## config.mk

```make
export PLATFORM = sky130hd
export DESIGN_NAME = seq_addsub_n
export DESIGN_NICKNAME = d
export VERILOG_FILES = /design/src/rtl/lab_pkg.sv /design/src/rtl/chunk_adder.sv /design/src/rtl/seq_addsub_n.sv
export SDC_FILE = /design/constraint.sdc
export NUM_CORES = 1
export LEC_CHECK = 0
export BUFFER_PORTS_ARGS = -buffer_cell sky130_fd_sc_hd__buf_2
export CORE_UTILIZATION = 35
export CTS_CLUSTER_DIAMETER = 50
export DETAILED_ROUTE_END_ITERATION = 8
export PLACE_DENSITY = 0.63
export RECOVER_POWER = 50
export SLEW_MARGIN = 20
export SYNTH_ARGS = -nofsm -noshare
export SYNTH_HDL_FRONTEND = slang
export SYNTH_HIERARCHICAL = 1
export SYNTH_SLANG_ARGS = --single-unit
export TNS_END_PERCENT = 50
```

## constraint.sdc

```tcl
create_clock -name clk -period 3.37 [get_ports clk]
set_clock_uncertainty 0.2 [all_clocks]
set_input_delay 0.1685 -clock clk [delete_from_list [all_inputs] [get_ports clk]]
set_output_delay 0.1685 -clock clk [all_outputs]
set_load 0.02 [all_outputs]
```

## src/rtl/lab_pkg.sv

```systemverilog
// Shared definitions for the lab arithmetic blocks: FSM state encodings and a
// constant-evaluable ceiling-log2 helper.
package lab_pkg;

  typedef enum logic [1:0] {
    StIdle = 2'd0,
    StRun  = 2'd1,
    StDone = 2'd2
  } state_e;

  // Bounded loop keeps this usable in constant expressions and synthesis.
  function automatic int unsigned clog2(input int unsigned n);
    int unsigned r;
    r = 0;
    for (int unsigned i = 0; i < 32; i++) begin
      if ((64'd1 << i) < 64'(n)) r = i + 1;
    end
    return r;
  endfunction

endpackage

```

## src/rtl/chunk_adder.sv

```systemverilog
// CHUNK-bit ripple-carry adder built from xor/and/or full-adder cells; also
// exposes the carry into its top bit so the caller can form signed overflow.
module chunk_adder #(
  parameter int unsigned CHUNK = 2
) (
  input  logic [CHUNK-1:0] x,
  input  logic [CHUNK-1:0] y,
  input  logic             cin,
  output logic [CHUNK-1:0] s,
  output logic             cout,
  output logic             c_msb_in
);

  logic [CHUNK:0]   w_c;
  logic [CHUNK-1:0] w_p;

  assign w_c[0] = cin;

  for (genvar i = 0; i < CHUNK; i++) begin : g_fa
    assign w_p[i]   = x[i] ^ y[i];
    assign s[i]     = w_p[i] ^ w_c[i];
    assign w_c[i+1] = (x[i] & y[i]) | (w_c[i] & w_p[i]);
  end

  assign cout     = w_c[CHUNK];
  assign c_msb_in = w_c[CHUNK-1];

endmodule

```

## src/rtl/seq_addsub_n.sv

```systemverilog
// Multi-cycle WIDTH-bit adder/subtractor: one CHUNK-bit slice per clock,
// start/busy/done handshake, registered sum/cout/ovf.
module seq_addsub_n
  import lab_pkg::*;
#(
  parameter int unsigned WIDTH = 8,
  parameter int unsigned CHUNK = 2
) (
  input  logic             clk,
  input  logic             rst_n,
  input  logic             start,
  input  logic             sub,
  input  logic [WIDTH-1:0] a,
  input  logic [WIDTH-1:0] b,
  output logic             busy,
  output logic             done,
  output logic [WIDTH-1:0] sum,
  output logic             cout,
  output logic             ovf
);

  if (WIDTH < 2 || CHUNK < 1 || CHUNK > WIDTH || (WIDTH % CHUNK) != 0) begin : g_bad_params
    $error("seq_addsub_n: illegal WIDTH=%0d / CHUNK=%0d", WIDTH, CHUNK);
  end

  localparam int unsigned NumChunks = (CHUNK == 0) ? 1 : WIDTH / CHUNK;
  localparam int unsigned CntW      = (clog2(NumChunks) < 1) ? 1 : clog2(NumChunks);
  localparam logic [CntW-1:0] LastCnt = CntW'(NumChunks - 1);

  state_e           r_state, w_state_next;
  logic [CntW-1:0]  r_cnt;
  logic [WIDTH-1:0] r_op_a, r_op_b, r_sum;
  logic             r_carry, r_cout, r_ovf;

  logic [CHUNK-1:0] w_s;
  logic             w_co, w_c_msb;
  logic             w_last;

  chunk_adder #(
    .CHUNK (CHUNK)
  ) u_chunk_adder (
    .x        (r_op_a[CHUNK-1:0]),
    .y        (r_op_b[CHUNK-1:0]),
    .cin      (r_carry),
    .s        (w_s),
    .cout     (w_co),
    .c_msb_in (w_c_msb)
  );

  assign w_last = (r_cnt == LastCnt);

  always_ff @(posedge clk) begin
    if (!rst_n) r_state <= StIdle;
    else        r_state <= w_state_next;
  end

  always_comb begin
    w_state_next = r_state;
    unique case (r_state)
      StIdle:  if (start) w_state_next = StRun;
      StRun:   if (w_last) w_state_next = StDone;
      StDone:  w_state_next = StIdle;
      default: w_state_next = StIdle;
    endcase
  end

  always_comb begin
    busy = (r_state == StRun);
    done = (r_state == StDone);
  end

  // Subtraction is a + ~b + 1: the +1 enters as the initial carry.
  always_ff @(posedge clk) begin
    if (!rst_n) begin
      r_cnt   <= '0;
      r_op_a  <= '0;
      r_op_b  <= '0;
      r_carry <= 1'b0;
      r_sum   <= '0;
      r_cout  <= 1'b0;
      r_ovf   <= 1'b0;
    end else begin
      unique case (r_state)
        StIdle: begin
          if (start) begin
            r_op_a  <= a;
            r_op_b  <= sub ? ~b : b;
            r_carry <= sub;
            r_cnt   <= '0;
          end
        end
        StRun: begin
          r_sum   <= (r_sum >> CHUNK) | (WIDTH'(w_s) << (WIDTH - CHUNK));
          r_op_a  <= r_op_a >> CHUNK;
          r_op_b  <= r_op_b >> CHUNK;
          r_carry <= w_co;
          r_cnt   <= r_cnt + CntW'(1);
          if (w_last) begin
            r_cout <= w_co;
            r_ovf  <= w_c_msb ^ w_co;
          end
        end
        default: ;
      endcase
    end
  end

  assign sum  = r_sum;
  assign cout = r_cout;
  assign ovf  = r_ovf;

endmodule

```

## Yosys cells after proc, flatten, opt, wreduce, memory -nomap -nowiden

Index checks and enable logic that the tools add are counted.

- Reduce and logical (&&, ||, !) cells: 5
- Add/sub/neg operators: 1
- Equality and inequality tests: 5
- Muxes and demuxes: 12
- Bitwise operators: 13

Operators with widths:

| kind | count |
|---|---|
| $pmux W8 S2 | 2 |
| $mux W8 | 3 |
| $not A8 Y8 | 1 |
| $or A6 B8 Y8 | 1 |
| $pmux W2 S2 | 2 |
| $mux W2 | 3 |
| $reduce_and A2 Y1 | 3 |
| $xor A1 B1 Y1 | 5 |
| $and A1 B1 Y1 | 4 |
| $eq A2 B2 Y1 const B | 2 |
| $add A2 B1 Y2 const B | 1 |
| $eq A2 B1 Y1 const B | 1 |
| $logic_not A2 Y1 | 1 |
| $ne A2 B1 Y1 const B | 1 |
| $ne A2 B2 Y1 const B | 1 |
| $or A1 B1 Y1 | 2 |
| $pmux W1 S2 | 1 |
| $reduce_bool A2 Y1 | 1 |
| $mux W1 | 1 |

- Flip-flop bits (word level): 31
- Bits of input ports: 20
- Output and inout port bits: 12

## Longest topological paths before layout

Gate-level depths: netlist of run 1.

- Depth after elaboration: 6
- Gate-level depth with buffers: 6
- Depth with buffers taken out: 4

## Modules after synthesis

The synthesis of run 1 kept the hierarchy.

By module, submodules not included:

| module | sequential area each (um^2) | area an instance (um^2) | times used | cells an instance |
|---|---|---|---|---|
| seq_addsub_n | 620.6 | 1405.1 | 1 | 154 |
| chunk_adder | 0.0 | 40.0 | 1 | 2 |

## Worst setup path before layout of run 1

OpenSTA, ideal clock, no wires.

- Kind: register -> register
- Start: register r_op_b[0]
- End: register r_ovf (netlist: ovf)
- Path buffers: 0
- Arrival time: 1.575 ns
- Stages on the path, launching flop included: 5
- Path slack: 1.507 ns
- Path through: dfxtp_1 fa_1 fa_1 xnor2_1 a311oi_2

- Word-level cells in the longest chain between the ends: 6

RTL lines:

| item | line | source |
|---|---|---|
| from (decl) | seq_addsub_n.sv:32 | `logic [WIDTH-1:0] r_op_a, r_op_b, r_sum;` |
| from (signal assigned) | seq_addsub_n.sv:87 | `r_op_b <= sub ? ~b : b;` |
| from (signal assigned) | seq_addsub_n.sv:95 | `r_op_b <= r_op_b >> CHUNK;` |
| $xor A1 B1 Y1 | chunk_adder.sv:20 | `assign w_p[i] = x[i] ^ y[i];` |
| $and A1 B1 Y1 | chunk_adder.sv:22 | `assign w_c[i+1] = (x[i] & y[i]) \| (w_c[i] & w_p[i]);` |
| $or A1 B1 Y1 * | chunk_adder.sv:22 |  |
| via w_c_msb | seq_addsub_n.sv:36 | `logic w_co, w_c_msb;` |
| $and A1 B1 Y1 * | chunk_adder.sv:22 |  |
| $or A1 B1 Y1 * | chunk_adder.sv:22 |  |
| via w_co | seq_addsub_n.sv:36 |  |
| $xor A1 B1 Y1 * | seq_addsub_n.sv:100 | `r_ovf <= w_c_msb ^ w_co;` |
| to (signal assigned) | seq_addsub_n.sv:100 |  |
| to (decl) | seq_addsub_n.sv:33 | `logic r_carry, r_cout, r_ovf;` |

Mark *: on every way through the listed nets, which the timed path passes. The rest lies on a longest branch.
A chain may end at the register's enable or synchronous reset.

## Worst setup path in the final report of run 1

- Start: register r_state[1]
- End: output busy

- Word-level cells in the longest chain between the ends: 1

RTL lines:

| item | line | source |
|---|---|---|
| from (decl) | seq_addsub_n.sv:30 | `state_e r_state, w_state_next;` |
| from (signal assigned) | seq_addsub_n.sv:53 | `if (!rst_n) r_state <= StIdle;` |
| from (signal assigned) | seq_addsub_n.sv:54 | `else r_state <= w_state_next;` |
| $eq A2 B1 Y1 | seq_addsub_n.sv:68 | `busy = (r_state == StRun);` |
| to (decl) | seq_addsub_n.sv:15 | `output logic busy,` |

Every way passes these cells.

==> results_dict.tcl, run 1 <==
set metrics [dict create \
    status "finished, violations left" \
    failing_checks "hold timing" \
    cts_max_path_buffers 2 \
    power.switching_w 0.0002071 \
    synth-seq-area-share 0.4294 \
    ctsResizeCount 0 \
    gp_congestion 0.7981 \
    pwr-share-comb 0.135 \
    hold_path.startpoint "a[5]" \
    wl_per_cell_microns 13.09 \
    maxSlewViolCount 0 \
    clock_sink_count 31 \
    clockRootBuffer "sky130_fd_sc_hd__clkbuf_8" \
    synth-edff-count 0 \
    synth_top_cells_by_count "sky130_fd_sc_hd__dfxtp_1 (31), sky130_fd_sc_hd__nand2_1 (25), sky130_fd_sc_hd__a21oi_1 (16)" \
    async_flop_share 0 \
    detail_route.wirelength_microns 3103 \
    crit_path_category "register to primary output" \
    post_cts_buffers 0 \
    switching_fraction 0.2638 \
    diodes 0 \
    cellInternalPower_w 0.0005780 \
    critical_path_peak_fanout 16 \
    hold_path.class "input port to register" \
    synth_top_cell_area_share 0.4294 \
    synth_ff_type "sky130_fd_sc_hd__dfxtp_1" \
    post_synth_num_cell_types 33 \
    yosysTopAreaCell "sky130_fd_sc_hd__dfxtp_1" \
    rsz0062_at_grt "no" \
    portBuffers 31 \
    total_setup_violations_reported_at_the_end_of_the_flow 0 \
    slew_headroom 0.6455 \
    grt_first_pass_wirelength_microns 5057 \
    fraction_of_layout_cells_with_a_size_suffix_above_1 0.1799 \
    drt_pass1_iterations 6 \
    synth_cells 156 \
    power.clock.fraction 0.351 \
    finalNonFillerCells 237 \
    dr.first_iter.drc_count 69 \
    clk_transition_reported_paths_ns 0.06 \
    detailed_place_hpwl_microns 2138 \
    htree_num_levels 2 \
    cts_inserted_buffers 5 \
    grt_max_degree 21 \
    mappedNetlistNets 179 \
    maxClockFrequency_mhz 454.5 \
    initial_core_util 0.3804 \
    overall_global_routing_resource_usage 0.1540 \
    netlist_top_cells_area "sky130_fd_sc_hd__dfxtp_1 (43%), sky130_fd_sc_hd__o221ai_1 (7.9%), sky130_fd_sc_hd__nand2_1 (6.5%)" \
    route.vias.total 1228 \
    core_region_area_sq_mm 0.003799 \
    cap_violations 0 \
    arrival_ns 1.83 \
    post-layout-total-power_w 0.0007850 \
    drc 0 \
    min_period_over_period 0.6529 \
    floorplan.die.height_microns 66.26 \
    p_leak_nw 0.6312 \
    tns_ns 0 \
    final_nets 211 \
    design.die.area_sq_mm 0.004390 \
    die-width_microns 66.26 \
    clk-insertion-delay-late_ns 0.27 \
    syn_area_per_cell_sq_um 9.264 \
    dp_cells 226 \
    areaGrowthSynthToFinish_pct 16.28 \
    hold_slack_ns -0.001783 \
    startpoint_type "register" \
    detail-route-antenna-nets 0 \
    synthMostInstantiatedCell "sky130_fd_sc_hd__dfxtp_1" \
    top_level_ports 32 \
    worstReg2RegStart "r_state[1]" \
    power_density_mw_per_mm2 467.2 \
    synth-warning-count 6 \
    timing.critical_path.required_ns 3.00 \
    worst_setup_path_end_kind "primary output" \
    syn-cell-area_sq_mm 0.001445 \
    global_route.overflow_total 0 \
    grt_pass1_vias 1123 \
    final_util 0.4424 \
    nFillCells 390 \
    route.detailed.vias_per_inst 5.181 \
    antenna_found_initial 0 \
    cts_tree "built" \
    final.min_clock_period_ns 2.200 \
    timing.final.hold_violations 1 \
    register_share_of_total_power 0.514 \
    synth-seq-cells 31 \
    rows 22 \
    worst_slew_pin_slew_ns 0.5311 \
    critical_path.startpoint "r_state[1]" \
    max-vdd-ir-drop_v 0.0002420 \
]
worst max-delay path, stage by stage (launching register included):
cell                       delay (ns)
sky130_fd_sc_hd__dfxtp_1         0.53
sky130_fd_sc_hd__nand2b_1        0.47
sky130_fd_sc_hd__buf_4           0.29
sky130_fd_sc_hd__inv_6           0.09
sky130_fd_sc_hd__buf_2           0.17
timing repair:
item,in CTS,in global routing
hold buffers,3,0
endpoints found under the hold margin,3,0
endpoints found under the setup margin,0,0
through the flow:
step / worst slack [ns] / area (sq um)
after floorplan: 1.507 / 1445
after global placement: 1.471 / 1582
after detailed placement: 1.450 / 1582
after CTS: 1.182 / 1693
after global routing: 1.036 / 1680
final: 1.170 / 1680
metal layers:
layer | up-vias | GRT usage | wire [microns]
li1 | 624 | - | -
met1 | 564 | 0.1834 | 1496
met2 | 35 | 0.2538 | 1429
met3 | 5 | 0.04483 | 135
met4 | 0 | 0.06915 | 42
met5 | - | 0 | 0
layout make-up:
cell class | count | area [sq um] | area share
multi-input combinational | 110 | 714.4 | 0.4252
sequential | 31 | 620.6 | 0.3693
timing repair buffer | 35 | 180.2 | 0.1072
clock buffer | 7 | 76.32 | 0.04542
tap | 48 | 60.06 | 0.03574
inverter | 5 | 23.77 | 0.01415
clock inverter | 1 | 5.005 | 0.002978
final timing paths:
check,endpoint,slack [ns],cells after the start
worst max register to register,r_cnt[1],1.42,5
worst min register to register,sum[0],0.26,2
worst max-delay path,busy,1.17,4
worst min-delay path,r_op_a[5],-0.002,3
logic make-up (layout without fill, tap and decap cells):
kind of cell	after synthesis	after routing	synth area share
fa+ha+maj	3	3	0.03636
xor+xnor	9	9	0.05455
flops	31	31	0.4294
buf+inv	15	48	0.07618
mux	2	2	0.01385
compound gates	46	46	0.2173
simple gates	50	50	0.1723
registers in the layout (all words and copies together) (netlist names):
name / cells
r_carry: 1
r_op_a: 8
ovf: 1
r_cnt: 2
cout: 1
r_state: 2
sum: 8
r_op_b: 8
power groups by stage:
stage | combinational [W] | sequential, W | clock, W
2_1_floorplan | 0.0000788 | 0.000411 | 0
3_3_place_gp | 0.000104 | 0.000411 | 0
3_5_place_dp | 0.000104 | 0.000412 | 0
4_1_cts | 0.000107 | 0.000404 | 0.000286
5_1_grt | 0.000119 | 0.000406 | 0.000302
6_report | 0.000106 | 0.000404 | 0.000275
cell usage in the layout (no fill, tap or decap):
cell                            synthesis  routed
sky130_fd_sc_hd__dfxtp_1               31      31
sky130_fd_sc_hd__nand2_1               25      25
sky130_fd_sc_hd__buf_2                  3      21
sky130_fd_sc_hd__a21oi_1               16      16
sky130_fd_sc_hd__o221ai_1              13      13
sky130_fd_sc_hd__clkbuf_1               0      12
sky130_fd_sc_hd__xnor2_1                7       7
sky130_fd_sc_hd__nor2_1                 6       6
sky130_fd_sc_hd__o21ai_0                6       6
sky130_fd_sc_hd__nand3_1                6       6
sky130_fd_sc_hd__clkbuf_8               0       5
sky130_fd_sc_hd__or3b_1                 4       4
sky130_fd_sc_hd__inv_1                  3       3
sky130_fd_sc_hd__dlygate4sd3_1          0       3
sky130_fd_sc_hd__o22ai_1                2       2
sky130_fd_sc_hd__nor3_1                 2       2
sky130_fd_sc_hd__a22oi_1                2       2
sky130_fd_sc_hd__and2b_1                2       2
sky130_fd_sc_hd__a211oi_1               2       2
sky130_fd_sc_hd__a21oi_2                2       2
sky130_fd_sc_hd__xor2_1                 2       2
sky130_fd_sc_hd__mux2i_1                2       2
sky130_fd_sc_hd__fa_1                   2       2
sky130_fd_sc_hd__nand2b_1               1       1
sky130_fd_sc_hd__inv_6                  1       1
sky130_fd_sc_hd__clkinv_1               1       1
sky130_fd_sc_hd__or2b_1                 1       1
sky130_fd_sc_hd__o21bai_1               1       1
sky130_fd_sc_hd__o31ai_1                1       1
sky130_fd_sc_hd__a311oi_2               1       1
sky130_fd_sc_hd__or3b_2                 1       1
sky130_fd_sc_hd__nor3b_1                1       1
sky130_fd_sc_hd__and4bb_2               1       1
sky130_fd_sc_hd__ha_1                   1       1
sky130_fd_sc_hd__clkinv_2               0       1
sky130_fd_sc_hd__buf_4                  2       1
Power figures use the tool's default switching activity.
==> run 2: changes to the inputs <==
--- a/config.mk
+++ b/config.mk
@@ -9,7 +9,7 @@
 export CORE_UTILIZATION = 35
 export CTS_CLUSTER_DIAMETER = 50
 export DETAILED_ROUTE_END_ITERATION = 8
-export PLACE_DENSITY = 0.63
+export PLACE_DENSITY = 0.65
 export RECOVER_POWER = 50
 export SLEW_MARGIN = 20
 export SYNTH_ARGS = -nofsm -noshare
==> constraint.sdc (replaced) <==
create_clock -name clk -period 2 [get_ports clk]
set_clock_uncertainty 0.2 [all_clocks]
set_input_delay 0.1 -clock clk [delete_from_list [all_inputs] [get_ports clk]]
set_output_delay 0.1 -clock clk [all_outputs]
set_load 0.02 [all_outputs]
==> results_dict.tcl, run 2 (same netlist as run 1, synthesis figures left out) <==
set metrics [dict create \
    status "completed" \
    max-vdd-ir-drop_v 0.0004608 \
    timing.critical_path.required_ns 2.00 \
    rsz0062_at_grt "no" \
    detail_route.wirelength_microns 3102 \
    route.detailed.vias_per_inst 5.118 \
    hold_path.class "input port to register" \
    cellInternalPower_w 0.001149 \
    timing.final.hold_violations 0 \
    maxSlewViolCount 0 \
    final_nets 220 \
    min_period_over_period 0.9283 \
    top_level_ports 32 \
    power_density_mw_per_mm2 828.1 \
    post_cts_buffers 0 \
    p_leak_nw 0.6911 \
    grt_pass1_vias 1213 \
    register_share_of_total_power 0.450 \
    worst_setup_path_end_kind "register" \
    clock_sink_count 31 \
    cts_inserted_buffers 5 \
    cap_violations 0 \
    drc 0 \
    cts_tree "built" \
    drt_pass1_iterations 4 \
    layout_commonest_cell "sky130_fd_sc_hd__dfxtp_1" \
    maxClockFrequency_mhz 538.6 \
    pwr-share-comb 0.130 \
    route.vias.total 1259 \
    cts_max_path_buffers 2 \
    commonest_cells_after_routing_fill_and_taps_aside "sky130_fd_sc_hd__dfxtp_1 (31), sky130_fd_sc_hd__nand2_1 (25), sky130_fd_sc_hd__buf_2 (21)" \
    critical_path_peak_fanout 3 \
    switching_fraction 0.2386 \
    fraction_of_layout_cells_with_a_size_suffix_above_1 0.1869 \
    worst_slew_pin_slew_ns 0.5294 \
    antenna_found_initial 0 \
    clk_transition_reported_paths_ns 0.06 \
    wl_per_cell_microns 12.61 \
    htree_num_levels 2 \
    nFillCells 381 \
    clockRootBuffer "sky130_fd_sc_hd__clkbuf_8" \
    detailed_place_hpwl_microns 2058 \
    design.die.area_sq_mm 0.004390 \
    gp_congestion 0.7478 \
    startpoint_type "register" \
    final_util 0.4796 \
    worstHoldPathCells 4 \
    power.switching_w 0.0003600 \
    floorplan.die.height_microns 66.26 \
    grt_first_pass_wirelength_microns 5264 \
    initial_core_util 0.3804 \
    total_setup_violations_reported_at_the_end_of_the_flow 0 \
    slew_headroom 0.6467 \
    crit_path_category "register to register" \
    power.clock.fraction 0.420 \
    reg2reg_depth 4 \
    arrival_ns 1.85 \
    tns_ns 0 \
    diodes 0 \
    portBuffers 31 \
    core_region_area_sq_mm 0.003799 \
    grt_max_degree 25 \
    areaGrowthSynthToFinish_pct 26.06 \
    overall_global_routing_resource_usage 0.1615 \
    die-width_microns 66.26 \
    rows 22 \
    global_route.overflow_total 0 \
    dr.first_iter.drc_count 75 \
    final.min_clock_period_ns 1.857 \
    detail-route-antenna-nets 0 \
    clk-insertion-delay-late_ns 0.28 \
]
run 2: cell count changes in the layout (fill, tap and decap cells not counted):
| cell | before | now |
|---|---|---|
| sky130_fd_sc_hd__clkbuf_1 | 12 | 10 |
| sky130_fd_sc_hd__buf_4 | 1 | 0 |
| sky130_fd_sc_hd__dlygate4sd3_1 | 3 | 12 |
| sky130_fd_sc_hd__fa_2 | 0 | 1 |
| sky130_fd_sc_hd__buf_12 | 0 | 1 |
| sky130_fd_sc_hd__clkbuf_8 | 5 | 6 |
| sky130_fd_sc_hd__fa_1 | 2 | 1 |
| sky130_fd_sc_hd__bufinv_16 | 0 | 1 |
run 2: timing repair:
action	CTS	global route
hold endpoints to repair	12	0
hold buffers	12	0
gates resized for setup	0	1
endpoints found under the setup margin	0	1
run 2: worst max-delay path, cell delays in order, from the launching register on:
cell                       delay, ns
sky130_fd_sc_hd__dfxtp_1        0.33
sky130_fd_sc_hd__fa_1           0.47
sky130_fd_sc_hd__fa_2           0.39
sky130_fd_sc_hd__xnor2_1        0.15
sky130_fd_sc_hd__a311oi_2       0.24
run 2: layer usage:
layer  part of all wire  wire length, microns  track usage
met1               0.45                  1387       0.1843
met2               0.48                  1503       0.2793
met3              0.053                   165      0.04310
met4              0.015                    45      0.07181
met5                  0                     0            0
run 2: worst paths after layout:
path / startpoint / end / slack, ns
worst max register to register: r_op_b[0] / ovf / 0.14
worst min register to register: sum[1] / sum[1] / 0.26
worst min-delay path: a[2] / r_op_a[2] / 0.01
worst max-delay path: r_op_b[0] / ovf / 0.14
run 2: stage by stage:
stage          worst slack, ns  hold slack [ns]  area (sq um)  instances  total power (W)
6_report                0.1434          0.01478          1822        246         0.001509
3_3_place_gp            0.1050           0.1603          1594        226        0.0008704
4_1_cts                0.06874          0.01324          1832        246         0.001528
5_1_grt                0.06063          0.05063          1822        246         0.001586
2_1_floorplan           0.1371          0.04830          1445        156        0.0008261
3_5_place_dp           0.07075           0.1659          1594        226        0.0008738
run 2: power by group through the flow:
| stage | clock, W | sequential [W] | combinational, W |
|---|---|---|---|
| CTS | 0.000650 | 0.000679 | 0.000199 |
| global placement | 0 | 0.000692 | 0.000179 |
| finish | 0.000633 | 0.000679 | 0.000196 |
| global route | 0.000679 | 0.000684 | 0.000223 |
| floorplan | 0 | 0.000693 | 0.000133 |
| detailed placement | 0 | 0.000693 | 0.000181 |
run 2: final cells by class:
cell class | instances | area (sq um) | share of cell area
clock inverters | 2 | 35.03 | 0.01923
inverters | 5 | 23.77 | 0.01305
flip-flops and latches | 31 | 620.6 | 0.3407
well taps | 48 | 60.06 | 0.03297
clock buffers | 6 | 82.58 | 0.04533
multi-input cells | 110 | 716.9 | 0.3935
repair buffers | 44 | 282.8 | 0.1552
